### config.mk
export PLATFORM = sky130hd
export DESIGN_NAME = uart_transceiver
export DESIGN_NICKNAME = d
export VERILOG_FILES = /design/src/rtl/uart_pkg.sv /design/src/rtl/uart_rx.sv /design/src/rtl/uart_transceiver.sv
export SDC_FILE = /design/constraint.sdc
export NUM_CORES = 1
export LEC_CHECK = 0
export CAP_MARGIN = 20
export CORE_ASPECT_RATIO = 0.5
export CORE_MARGIN = 2
export CORE_UTILIZATION = 55
export DETAILED_ROUTE_END_ITERATION = 10
export PLACE_DENSITY = 0.76
export SLEW_MARGIN = 10
export SYNTH_ARGS = -nofsm -noshare
export SYNTH_HDL_FRONTEND = slang
export SYNTH_SLANG_ARGS = --single-unit
export TNS_END_PERCENT = 1
### constraint.sdc
create_clock -name clk -period 1.9 [get_ports clk]
set_input_delay 0.38 -clock clk [delete_from_list [all_inputs] [get_ports clk]]
set_output_delay 0.38 -clock clk [all_outputs]
set_load 0.01 [all_outputs]
### src/rtl/uart_pkg.sv
// Shared state encodings, bit-period derivation and parity helper for the UART.
package uart_pkg;

  localparam int PAR_MAX_W = 32;

  typedef enum logic [2:0] {TX_IDLE, TX_START, TX_DATA, TX_PARITY, TX_STOP} tx_state_e;
  typedef enum logic [2:0] {RX_IDLE, RX_START, RX_DATA, RX_PARITY, RX_STOP} rx_state_e;

  function automatic int calc_bit_clks(input int clk_freq_mhz, input int baud_kbps);
    return (clk_freq_mhz * 1000) / baud_kbps;
  endfunction

  // Callers zero-extend narrower words; the extra zeros leave the XOR unchanged.
  function automatic logic calc_parity(input logic [PAR_MAX_W-1:0] data, input logic odd);
    return (^data) ^ odd;
  endfunction

endpackage

### src/rtl/uart_rx.sv
// UART receiver: 2-flop synchronizer, start-edge detect, mid-bit sampling; outputs load
// at the mid-stop sample, no backpressure (each frame overwrites the previous result).
module uart_rx
  import uart_pkg::*;
#(
  parameter int D_WIDTH    = 8,
  parameter bit PARITY_O_1 = 1'b0,
  parameter int BIT_CLKS   = 50
) (
  input  logic               clk,
  input  logic               rst,
  input  logic               rx,
  output logic [D_WIDTH-1:0] data_out,
  output logic               error_flag
);

  localparam int CNT_W = $clog2(BIT_CLKS);
  localparam int IDX_W = (D_WIDTH > 1) ? $clog2(D_WIDTH) : 1;
  localparam logic [CNT_W-1:0] HALF_LAST = CNT_W'(BIT_CLKS / 2 - 1);
  localparam logic [CNT_W-1:0] BIT_LAST  = CNT_W'(BIT_CLKS - 1);
  localparam logic [IDX_W-1:0] IDX_LAST  = IDX_W'(D_WIDTH - 1);

  rx_state_e          state;
  logic               rx_meta, rx_sync, rx_prev;
  logic [CNT_W-1:0]   cnt;
  logic [IDX_W-1:0]   idx;
  logic [D_WIDTH-1:0] word;
  logic               par_bit;

  always_ff @(posedge clk) begin
    if (rst) begin
      rx_meta <= 1'b1;
      rx_sync <= 1'b1;
      rx_prev <= 1'b1;
    end else begin
      rx_meta <= rx;
      rx_sync <= rx_meta;
      rx_prev <= rx_sync;
    end
  end

  always_ff @(posedge clk) begin
    if (rst) begin
      state      <= RX_IDLE;
      cnt        <= '0;
      idx        <= '0;
      word       <= '0;
      par_bit    <= 1'b0;
      data_out   <= '0;
      error_flag <= 1'b0;
    end else begin
      cnt <= (state == RX_IDLE || cnt == BIT_LAST) ? '0 : cnt + 1'b1;
      case (state)
        RX_IDLE: begin
          idx <= '0;
          if (rx_prev && !rx_sync) state <= RX_START;
        end
        RX_START: begin
          // Half a bit in: a line already back high was a glitch, not a start bit.
          if (cnt == HALF_LAST) begin
            cnt   <= '0;
            state <= rx_sync ? RX_IDLE : RX_DATA;
          end
        end
        RX_DATA: begin
          if (cnt == BIT_LAST) begin
            word[idx] <= rx_sync;
            if (idx == IDX_LAST) state <= RX_PARITY;
            else                 idx   <= idx + 1'b1;
          end
        end
        RX_PARITY: begin
          if (cnt == BIT_LAST) begin
            par_bit <= rx_sync;
            state   <= RX_STOP;
          end
        end
        RX_STOP: begin
          if (cnt == BIT_LAST) begin
            data_out   <= word;
            error_flag <= (par_bit != calc_parity(PAR_MAX_W'(word), PARITY_O_1)) | !rx_sync;
            state      <= RX_IDLE;
          end
        end
        default: state <= RX_IDLE;
      endcase
    end
  end

endmodule

### src/rtl/uart_transceiver.sv
// Full-duplex UART (start, D_WIDTH data LSB first, parity, stop). Tx falls one cycle after
// start is accepted; start is only sampled while idle or at the end of the stop bit.
module uart_transceiver
  import uart_pkg::*;
#(
  parameter int D_WIDTH      = 8,
  parameter bit PARITY_O_1   = 1'b0,
  parameter int CLK_FREQ_MHZ = 50,
  parameter int BAUD_KBPS    = 1000
) (
  input  logic               clk,
  input  logic               rst,
  input  logic               start,
  input  logic [D_WIDTH-1:0] data_in,
  input  logic               Rx,
  output logic [D_WIDTH-1:0] data_out,
  output logic               error_flag,
  output logic               Tx
);

  localparam int BIT_CLKS = calc_bit_clks(CLK_FREQ_MHZ, BAUD_KBPS);
  localparam int CNT_W    = $clog2(BIT_CLKS);
  localparam int IDX_W    = (D_WIDTH > 1) ? $clog2(D_WIDTH) : 1;
  localparam logic [CNT_W-1:0] BIT_LAST = CNT_W'(BIT_CLKS - 1);
  localparam logic [IDX_W-1:0] IDX_LAST = IDX_W'(D_WIDTH - 1);

  tx_state_e          tx_state;
  logic [CNT_W-1:0]   tx_cnt;
  logic [IDX_W-1:0]   tx_idx;
  logic [D_WIDTH-1:0] tx_data;
  logic               bit_done;

  assign bit_done = (tx_cnt == BIT_LAST);

  // Tx is registered from the current state, so the line trails the FSM by one cycle.
  always_ff @(posedge clk) begin
    if (rst) begin
      tx_state <= TX_IDLE;
      tx_cnt   <= '0;
      tx_idx   <= '0;
      tx_data  <= '0;
      Tx       <= 1'b1;
    end else begin
      tx_cnt <= (tx_state == TX_IDLE || bit_done) ? '0 : tx_cnt + 1'b1;
      case (tx_state)
        TX_IDLE: begin
          Tx <= 1'b1;
          if (start) begin
            tx_data  <= data_in;
            tx_state <= TX_START;
          end
        end
        TX_START: begin
          Tx <= 1'b0;
          if (bit_done) begin
            tx_idx   <= '0;
            tx_state <= TX_DATA;
          end
        end
        TX_DATA: begin
          Tx <= tx_data[tx_idx];
          if (bit_done) begin
            if (tx_idx == IDX_LAST) tx_state <= TX_PARITY;
            else                    tx_idx   <= tx_idx + 1'b1;
          end
        end
        TX_PARITY: begin
          Tx <= calc_parity(PAR_MAX_W'(tx_data), PARITY_O_1);
          if (bit_done) tx_state <= TX_STOP;
        end
        TX_STOP: begin
          Tx <= 1'b1;
          if (bit_done) begin
            if (start) begin
              tx_data  <= data_in;
              tx_state <= TX_START;
            end else begin
              tx_state <= TX_IDLE;
            end
          end
        end
        default: tx_state <= TX_IDLE;
      endcase
    end
  end

  uart_rx #(
    .D_WIDTH   (D_WIDTH),
    .PARITY_O_1(PARITY_O_1),
    .BIT_CLKS  (BIT_CLKS)
  ) u_rx (
    .clk       (clk),
    .rst       (rst),
    .rx        (Rx),
    .data_out  (data_out),
    .error_flag(error_flag)
  );

endmodule

==> results.toml, run 1 <==
[setup_path]
path_max_fanout = 5
rrSetupSlack_ns = 0.1
required_ns = 2.11
r2r_end = "u_rx.word[1]$_SDFFE_PP0P_"
cp-start-kind = "flop"
critPathKind = "flop to flop"
arrival_ns = 2.01
timing.rr.start = "u_rx.cnt[1]$_SDFF_PP0_"
cp-end-kind = "flop"
reg2reg_depth = 7

[final_layout]
area_growth_pct = 15.2
mostFrequentLayoutCell = "dfxtp_1"
fin_cells = 357
nFillCells = 349
layout.nets = 320
antennaDiodeCount = 0
mostFrequentLayoutCells = "dfxtp_1, nor2_1, a21oi_1, clkdlybuf4s50_1, nand3_1"
fin_util_pct = 66.6
final_layout_size_suffix_gt1_share_pct = 11.0

[logic_synthesis]
synth_area_per_cell_um2 = 9.19
syn_area_um2 = 2560
synth-seq-cells = 54
synth-async-reset-ratio_pct = 0
ys_types = 43
ys_top_cells_by_area = "dfxtp_1, mux2i_1, nor2_1, xnor2_1, ha_1"
seq_area_frac_synth_pct = 42.3
synth_top_area_cell = "dfxtp_1"
synth_cells = 278
ys.flop_type = "dfxtp_1"
syn-num-nets = 299
yosysWarnings = 0
synth_edf_count = 0
yosysTopAreaCellShare_pct = 42.3

[global_routing]
grt_util_met3_pct = 4.93
busiest_layer = "met2"
grt_max_degree = 20
grtUsageMet2_pct = 33.1
overflow = 0
antenna_found_initial = 0
grt_first_pass_wirelength_mm = 8.11
grtUsageTotal_pct = 20.0
grt_pass1_vias = 1845
global_route.usage.met1_pct = 24.8

[flow_run]
cap_viol_max_count = 0

[status]
status = "finished, final reports clean"

[cts]
cts.reportedPaths.clkPinSlew_ns = 0.09
clk_latency_ns = 0.31
root_buffer = "clkbuf_8"
cts_made_buffers = 5
cts_tree = "yes"
cts_buffer_depth = 2
ctsHtreeMaxLevel = 2
cts_sinks = 54
post-cts-setup-buffers = 0

[timing]
setup_viol = 0
layout_min_cycle_time_ns = 1.80
hold_violations = 0
rsz0062_at_grt = "yes"
fmax_mhz = 556
fin_crit_sh_pct = 94.7
whs_ns = 0.418
tightestPinTransition_ns = 0.503
finalClockSkew_ns = 0.00566
maxSlewViolCount = 0
relSlewSlack_pct = 66.4

[placement]
hpwl_mm = 3.43
dp.cells = 349
port_buffers = 21
place.gp.congestion = 0.874

[die]
rows = 17
dieHeight_um = 52.2
core-area_um2 = 4420
start_util_pct = 57.8
dieArea_um2 = 5240
ios = 22
die_w_um = 100

[power]
clockPowerShare_pct = 36.8
switchingPower_w = 0.000455
power_density_nw_per_um2 = 703
p_int_w = 0.00162
p_leak_nw = 1.11
p_comb_share_pct = 6.6
ir_worst_vdd_mv = 0.464
swShare_pct = 22.0
seqPwrFrac_pct = 56.7

[routing]
postRouteAntennaNets = 0
vias = 1937
routed_wl_mm = 4.66
drc_errors = 0
routedWlPerCell_um = 13.1
drt_iter0_drc = 47
drt_pass1_iterations = 4
vias_per_cell = 5.43

[hold_path]
hp-class = "flop to flop"
min_to = "u_rx.rx_sync$_SDFF_PP1_"
holdPathStages = 1
hold_start = "u_rx.rx_meta$_SDFF_PP1_"
-- power by group through the flow --
| stage | combinational [W] | sequential, W | clock, W |
|---|---|---|---|
| floorplan | 0.000101 | 0.00119 | 0 |
| global placement | 0.000134 | 0.00120 | 0 |
| detailed placement | 0.000138 | 0.00120 | 0 |
| CTS | 0.000138 | 0.00117 | 0.000789 |
| global route | 0.000151 | 0.00118 | 0.000835 |
| finish | 0.000137 | 0.00117 | 0.000761 |
-- critical path, stage by stage (launching register included) --
cell and delay (ns):
dfxtp_2 0.34, inv_1 0.08, ha_1 0.15, nand4b_1 0.19, nand4bb_4 0.29, or4_4 0.44
mux2i_1 0.15, nor2_1 0.05
-- routing by layer --
metal  routed length [µm]  share of wire [%]
met5                    0                  0
met4                   79                1.7
met3                  138                3.0
met2                 2150                 46
met1                 2290                 49
-- worst max-delay path by stage --
| stage | from | cells after the start | to |
|---|---|---|---|
| global placement | u_rx.cnt[0]$_SDFF_PP0_ | 6 | u_rx.word[1]$_SDFFE_PP0P_ |
| finish | u_rx.cnt[1]$_SDFF_PP0_ | 7 | u_rx.word[1]$_SDFFE_PP0P_ |
| floorplan | tx_idx[0]$_SDFFE_PP0P_ | 7 | tx_idx[0]$_SDFFE_PP0P_ |
| detailed placement | u_rx.cnt[0]$_SDFF_PP0_ | 6 | u_rx.word[1]$_SDFFE_PP0P_ |
| global route | u_rx.cnt[1]$_SDFF_PP0_ | 7 | u_rx.word[1]$_SDFFE_PP0P_ |
| CTS | u_rx.cnt[0]$_SDFF_PP0_ | 6 | u_rx.word[1]$_SDFFE_PP0P_ |
-- synth_stat cells, types with 4 or more instances --
| cell | instances |
|---|---|
| mux2i_1 | 17 |
| xnor2_1 | 15 |
| ha_1 | 9 |
| clkbuf_1 | 8 |
| xor2_1 | 7 |
| or2_2 | 4 |
| nor2_1 | 37 |
| nand2b_1 | 8 |
| a21oi_1 | 21 |
| nor3_1 | 8 |
| dfxtp_1 | 54 |
| buf_2 | 4 |
| nand3_1 | 20 |
| nand2_1 | 16 |
| inv_1 | 7 |
-- logic make-up (layout without fill, tap and decap cells) --
group / Yosys count / after routing / synth area share [%]
flops: 54 / 54 / 42.3
xor+xnor: 23 / 23 / 8.42
compound gates: 36 / 36 / 8.47
fa+ha+maj: 9 / 9 / 4.41
buf+inv: 21 / 43 / 3.57
mux: 19 / 19 / 8.42
simple gates: 116 / 116 / 24.4
-- state kept, by name, indices dropped and copies added, names as in the netlist, 3 cells and up --
signal / flops
tx_data: 8
u_rx.data_out: 8
u_rx.word: 8
tx_cnt: 6
u_rx.cnt: 6
tx_idx: 3
tx_state: 3
u_rx.idx: 3
u_rx.state: 3
-- stage by stage --
step                TNS (ns)  worst slack, ns  instance area, µm²  total power (W)
finish                     0            0.100                2950          0.00207
floorplan                  0            0.202                2560          0.00129
global placement           0            0.185                2830          0.00133
detailed placement         0            0.102                2830          0.00134
global route        -0.00764         -0.00764                2950          0.00216
CTS                        0           0.0916                2930          0.00210
-- cell type report --
type                       instances  area, µm²  area share, %
inverter                           7       26.3          0.892
timing repair buffer              28        263           8.92
sequential                        54       1080           36.8
tap                               57       71.3           2.42
clock inverter                     3       40.0           1.36
multi-input combinational        203       1390           47.3
clock buffer                       5       68.8           2.34
-- repair_timing --
action	4_1_cts	5_1_grt
endpoints found under the hold margin	0	0
hold buffers	0	0
resized for setup	0	5
endpoints found under the setup margin	0	14
No activity file was read; power rests on OpenSTA's default activity.
==> inputs of run 2 (changes only) <==
--- a/config.mk
+++ b/config.mk
@@ -11,6 +11,7 @@
 export CORE_UTILIZATION = 55
 export DETAILED_ROUTE_END_ITERATION = 10
 export PLACE_DENSITY = 0.76
+export REMOVE_ABC_BUFFERS = 1
 export SLEW_MARGIN = 10
 export SYNTH_ARGS = -nofsm -noshare
 export SYNTH_HDL_FRONTEND = slang
==> results.toml, run 2 (same netlist as run 1, synthesis figures left out) <==
[setup_path]
cpPeakStageDelay_ns = 0.54
path_max_fanout = 6
arrival_ns = 1.98
cp.depth = 5
crit_path_end = "u_rx.cnt[4]$_SDFF_PP0_"
critPathKind = "flop to flop"
timing.rr.start = "u_rx.cnt[4]$_SDFF_PP0_"
required_ns = 2.09
setup.worst_path.start = "u_rx.cnt[4]$_SDFF_PP0_"
reg2reg_depth = 5
cp-end-kind = "flop"
crit_family = "simple AND/OR/NAND/NOR gates"
cp-start-kind = "flop"
r2r_end = "u_rx.cnt[4]$_SDFF_PP0_"
path_buf_inv = 0
rrSetupSlack_ns = 0.11
cp_slowest_cell = "or4b_4"
cp_cell_sequence = "nand2_1 > or4b_4 > a211oi_1 > or3_1 > nor2_1"

[power]
p_comb_share_pct = 6.7
swShare_pct = 21.7
seqPwrFrac_pct = 56.7
clockPowerShare_pct = 36.6
power_density_nw_per_um2 = 698
ir_worst_vdd_mv = 0.413
finalPower_w = 0.00207
switchingPower_w = 0.000449
p_int_w = 0.00162
p_leak_nw = 1.12

[timing]
fmax_mhz = 558
hold_violations = 0
relSlewSlack_pct = 63.9
fin_crit_sh_pct = 94.3
layout_min_cycle_time_ns = 1.79
tns_ns = 0
finalClockSkew_ns = 0.00745
tightestPinTransition_ns = 0.541
rsz0062_at_grt = "no"
setup_viol = 0
maxSlewViolCount = 0

[die]
rows = 17
ios = 22
core-area_um2 = 4420
dieHeight_um = 52.2
start_util_pct = 57.8
dieArea_um2 = 5240
die_w_um = 100

[cts]
cts_made_buffers = 5
cts_buffer_depth = 2
cts_tree = "yes"
cts-hold-fix-buffers = 0
cts.repair.resized = 0
post-cts-setup-buffers = 0
ctsHtreeMaxLevel = 2
cts_sinks = 54
clk_latency_ns = 0.30
cts.reportedPaths.clkPinSlew_ns = 0.09
root_buffer = "clkbuf_8"

[routing]
routed_wl_mm = 5.03
vias = 1977
routedWlPerCell_um = 14.0
vias_per_cell = 5.51
postRouteAntennaNets = 0
drt_pass1_iterations = 4
drt_iter0_drc = 83
drc_errors = 0

[global_routing]
grt_first_pass_wirelength_mm = 8.68
overflow = 0
antenna_found_initial = 0
grtUsageTotal_pct = 21.2
grt_max_degree = 29
grt_pass1_vias = 1913

[final_layout]
final_layout_size_suffix_gt1_share_pct = 10.3
multiInputGateArea_um2 = 1390
antennaDiodeCount = 0
mostFrequentLayoutCell = "dfxtp_1"
nFillCells = 383
largestRegisters = "tx_data x8, u_rx.data_out x8, u_rx.word x8"
regArea_um2 = 1080
fin_area_um2 = 2970
mostFrequentLayoutCells = "dfxtp_1, nor2_1, a21oi_1, clkdlybuf4s50_1, nand3_1"
layout.nets = 322
area_growth_pct = 16.1

[hold_path]
hp-class = "flop to flop"
hold_start = "u_rx.rx_meta$_SDFF_PP1_"

[status]
status = "finished, final reports clean"

[placement]
place.gp.congestion = 0.824
port_buffers = 21
post_dp_cell_area_um2 = 2850
hpwl_mm = 3.62

[flow_run]
cap_viol_max_count = 0
run 2: how the worst min path moves through the flow:
stage / to / slack (ns) / depth (start not counted)
CTS: u_rx.rx_sync$_SDFF_PP1_ / 0.42 / 1
global placement: u_rx.rx_sync$_SDFF_PP1_ / 0.39 / 1
global route: u_rx.rx_sync$_SDFF_PP1_ / 0.45 / 1
floorplan: u_rx.rx_sync$_SDFF_PP1_ / 0.39 / 1
finish: u_rx.rx_sync$_SDFF_PP1_ / 0.42 / 1
detailed placement: u_rx.rx_sync$_SDFF_PP1_ / 0.40 / 1
run 2: stage by stage:
stage / hold slack (ns) / utilization [%] / cells / setup slack, ns
5_1_grt: 0.448 / 67.1 / 359 / 0.0192
3_5_place_dp: 0.400 / 64.5 / 351 / 0.104
3_3_place_gp: 0.393 / 64.5 / 351 / 0.180
4_1_cts: 0.422 / 66.9 / 359 / 0.0467
2_1_floorplan: 0.389 / - / 264 / 0.0954
6_report: 0.421 / 67.1 / 359 / 0.108
run 2: final cells by class:
cell class                 instances  share of cell area [%]
clock buffer                       7                    2.57
clock inverter                     1                    1.01
inverter                           7                   0.886
multi-input combinational        203                    46.9
sequential                        54                    36.5
tap                               57                    2.40
timing repair buffer              30                    9.78
run 2: power by group through the flow:
stage	Combinational (W)	Clock, W	Sequential (W)
6_report	0.000138	0.000758	0.00118
5_1_grt	0.000152	0.000824	0.00118
4_1_cts	0.000139	0.000775	0.00118
3_5_place_dp	0.000138	0	0.00120
3_3_place_gp	0.000133	0	0.00120
2_1_floorplan	0.0000790	0	0.00120
run 2: layer usage:
metal / part of all wire, % / track usage, % / up-vias / wire length [µm]
li1: - / - / 1002 / -
met1: 47 / 26.3 / 941 / 2390
met2: 48 / 36.8 / 30 / 2420
met3: 3.6 / 5.60 / 4 / 181
met4: 0.76 / 6.62 / 0 / 38
met5: 0 / 0 / - / 0
run 2: worst reg2reg max path: stages (launching register included):
cell and delay (ns):
dfxtp_1 0.38, nand2_1 0.10, or4b_4 0.55, a211oi_1 0.26, or3_1 0.30, nor2_1 0.09
==> inputs of run 3 (changes only) <==
--- a/config.mk
+++ b/config.mk
@@ -12,6 +12,7 @@
 export DETAILED_ROUTE_END_ITERATION = 10
 export PLACE_DENSITY = 0.76
 export REMOVE_ABC_BUFFERS = 1
+export SETUP_SLACK_MARGIN = 0.2
 export SLEW_MARGIN = 10
 export SYNTH_ARGS = -nofsm -noshare
 export SYNTH_HDL_FRONTEND = slang
==> results.toml, run 3 (same netlist as run 1, synthesis figures left out) <==
[die]
rows = 17
dieHeight_um = 52.2
start_util_pct = 57.8
core-area_um2 = 4420
die_w_um = 100
dieArea_um2 = 5240
ios = 22

[setup_path]
cp_cell_sequence = "inv_2 > ha_1 > nand4b_1 > nand4bb_4 > or4_4 > mux2i_1 > nor2_1"
required_ns = 2.10
cpPeakStageDelay_ns = 0.51
arrival_ns = 1.96
cp-start-kind = "flop"
cp-end-kind = "flop"
critPathKind = "flop to flop"
cp_slowest_cell = "or4_4"
path_max_fanout = 5

[global_routing]
grt_first_pass_wirelength_mm = 8.67
grt_pass1_vias = 1913
grtUsageTotal_pct = 21.2
grt_max_degree = 29
antenna_found_initial = 0
overflow = 0

[placement]
pre_cts_ws_ns = 0.104
place.gp.congestion = 0.824
port_buffers = 21
hpwl_mm = 3.62

[final_layout]
fin_util_pct = 68.9
nFillCells = 372
largestRegisters = "tx_data x8, u_rx.data_out x8, u_rx.word x8"
mostFrequentLayoutCells = "dfxtp_1, nor2_1, clkdlybuf4s50_1"
mostFrequentLayoutCell = "dfxtp_1"
final_layout_size_suffix_gt1_share_pct = 15.0
layout.nets = 327
antennaDiodeCount = 0
area_growth_pct = 19.2

[routing]
routed_wl_mm = 5.17
drt_iter0_drc = 80
vias_per_cell = 5.55
routedWlPerCell_um = 14.2
postRouteAntennaNets = 0
drt_pass1_iterations = 4
drc_errors = 0
vias = 2019

[hold_path]
hp-class = "flop to flop"

[cts]
clk_latency_ns = 0.31
root_buffer = "clkbuf_8"
cts_sinks = 54
cts_tree = "yes"
cts_made_buffers = 5
cts_buffer_depth = 2
cts-hold-fix-buffers = 0
cts.reportedPaths.clkPinSlew_ns = 0.09
ctsHtreeMaxLevel = 2

[timing]
fin_crit_sh_pct = 92.3
tns_ns = 0
fmax_mhz = 570
hold_violations = 0
whs_ns = 0.421
tightestPinTransition_ns = 0.550
maxSlewViolCount = 0
finalClockSkew_ns = 0.00927
layout_min_cycle_time_ns = 1.75
setup_viol = 0
timing.final.ws_setup_ns = 0.146
relSlewSlack_pct = 63.3
rsz0062_at_grt = "yes"

[power]
power_density_nw_per_um2 = 680
ir_worst_vdd_mv = 0.413
finalPower_w = 0.00207
p_leak_nw = 1.15

[status]
status = "finished, final reports clean"

[flow_run]
cap_viol_max_count = 0
## run 3: changes by cell type in the layout (fill, tap and decap cells not counted), moves of 2 or more
cell     change
buf_4        +5
dfxtp_1      -4
a21oi_2      +2
a21oi_1      -2
dfxtp_4      +3
## run 3: area by class of cell
cell class,count,area (µm²),share of cell area (%)
inverters,7,26.3,0.862
well taps,57,71.3,2.34
multi-input cells,203,1420,46.6
flip-flops and latches,54,1090,35.9
repair buffers,35,328,10.8
clock inverters,1,30.0,0.986
clock buffers,7,76.3,2.51
## run 3: report_power, final
group	total, W	switching, W	internal, W	leakage [nW]
registers	0.00117	0.0000253	0.00115	0.441
clock network	0.000759	0.000364	0.000395	0.0524
logic	0.000141	0.0000624	0.0000788	0.658
## run 3: worst paths after layout
kind                      startpoint                        end  slack [ns]  cells past startpoint
max           u_rx.cnt[1]$_SDFF_PP0_  u_rx.word[1]$_SDFFE_PP0P_        0.15                      7
min          u_rx.rx_meta$_SDFF_PP1_    u_rx.rx_sync$_SDFF_PP1_        0.42                      1
max reg2reg   u_rx.cnt[1]$_SDFF_PP0_  u_rx.word[1]$_SDFFE_PP0P_        0.15                      7
min reg2reg  u_rx.rx_meta$_SDFF_PP1_    u_rx.rx_sync$_SDFF_PP1_        0.42                      1
## run 3: stage by stage
stage,instances,area [µm²]
6_report,364,3050
5_1_grt,364,3050
4_1_cts,359,2970
3_5_place_dp,351,2850
3_3_place_gp,351,2850
2_1_floorplan,264,2490
## run 3: what timing repair did
item / 4_1_cts / 5_1_grt
gates cloned: 0 / 0
setup endpoints to repair: 23 / 39
pin swaps: 0 / 4
gates resized for setup: 3 / 15
setup buffers: 0 / 5
## run 3: critical path, delay by kind of cell (launching register included)
kind	cells	cell delay (ns)
flip-flops	1	0.34
adder cells (fa/ha/maj)	1	0.13
AND/OR/NAND/NOR	4	0.98
multiplexers	1	0.16
buffers and inverters	1	0.05
## run 3: routing by layer
layer  vias up  routed length (µm)  share of wire (%)  GRT usage [%]
li1       1015                   -                  -              -
met1       969                2420                 47           26.2
met2        29                2500                 48           36.8
met3         6                 191                3.7           5.60
met4         0                  54                1.0           6.62
met5         -                   0                  0              0
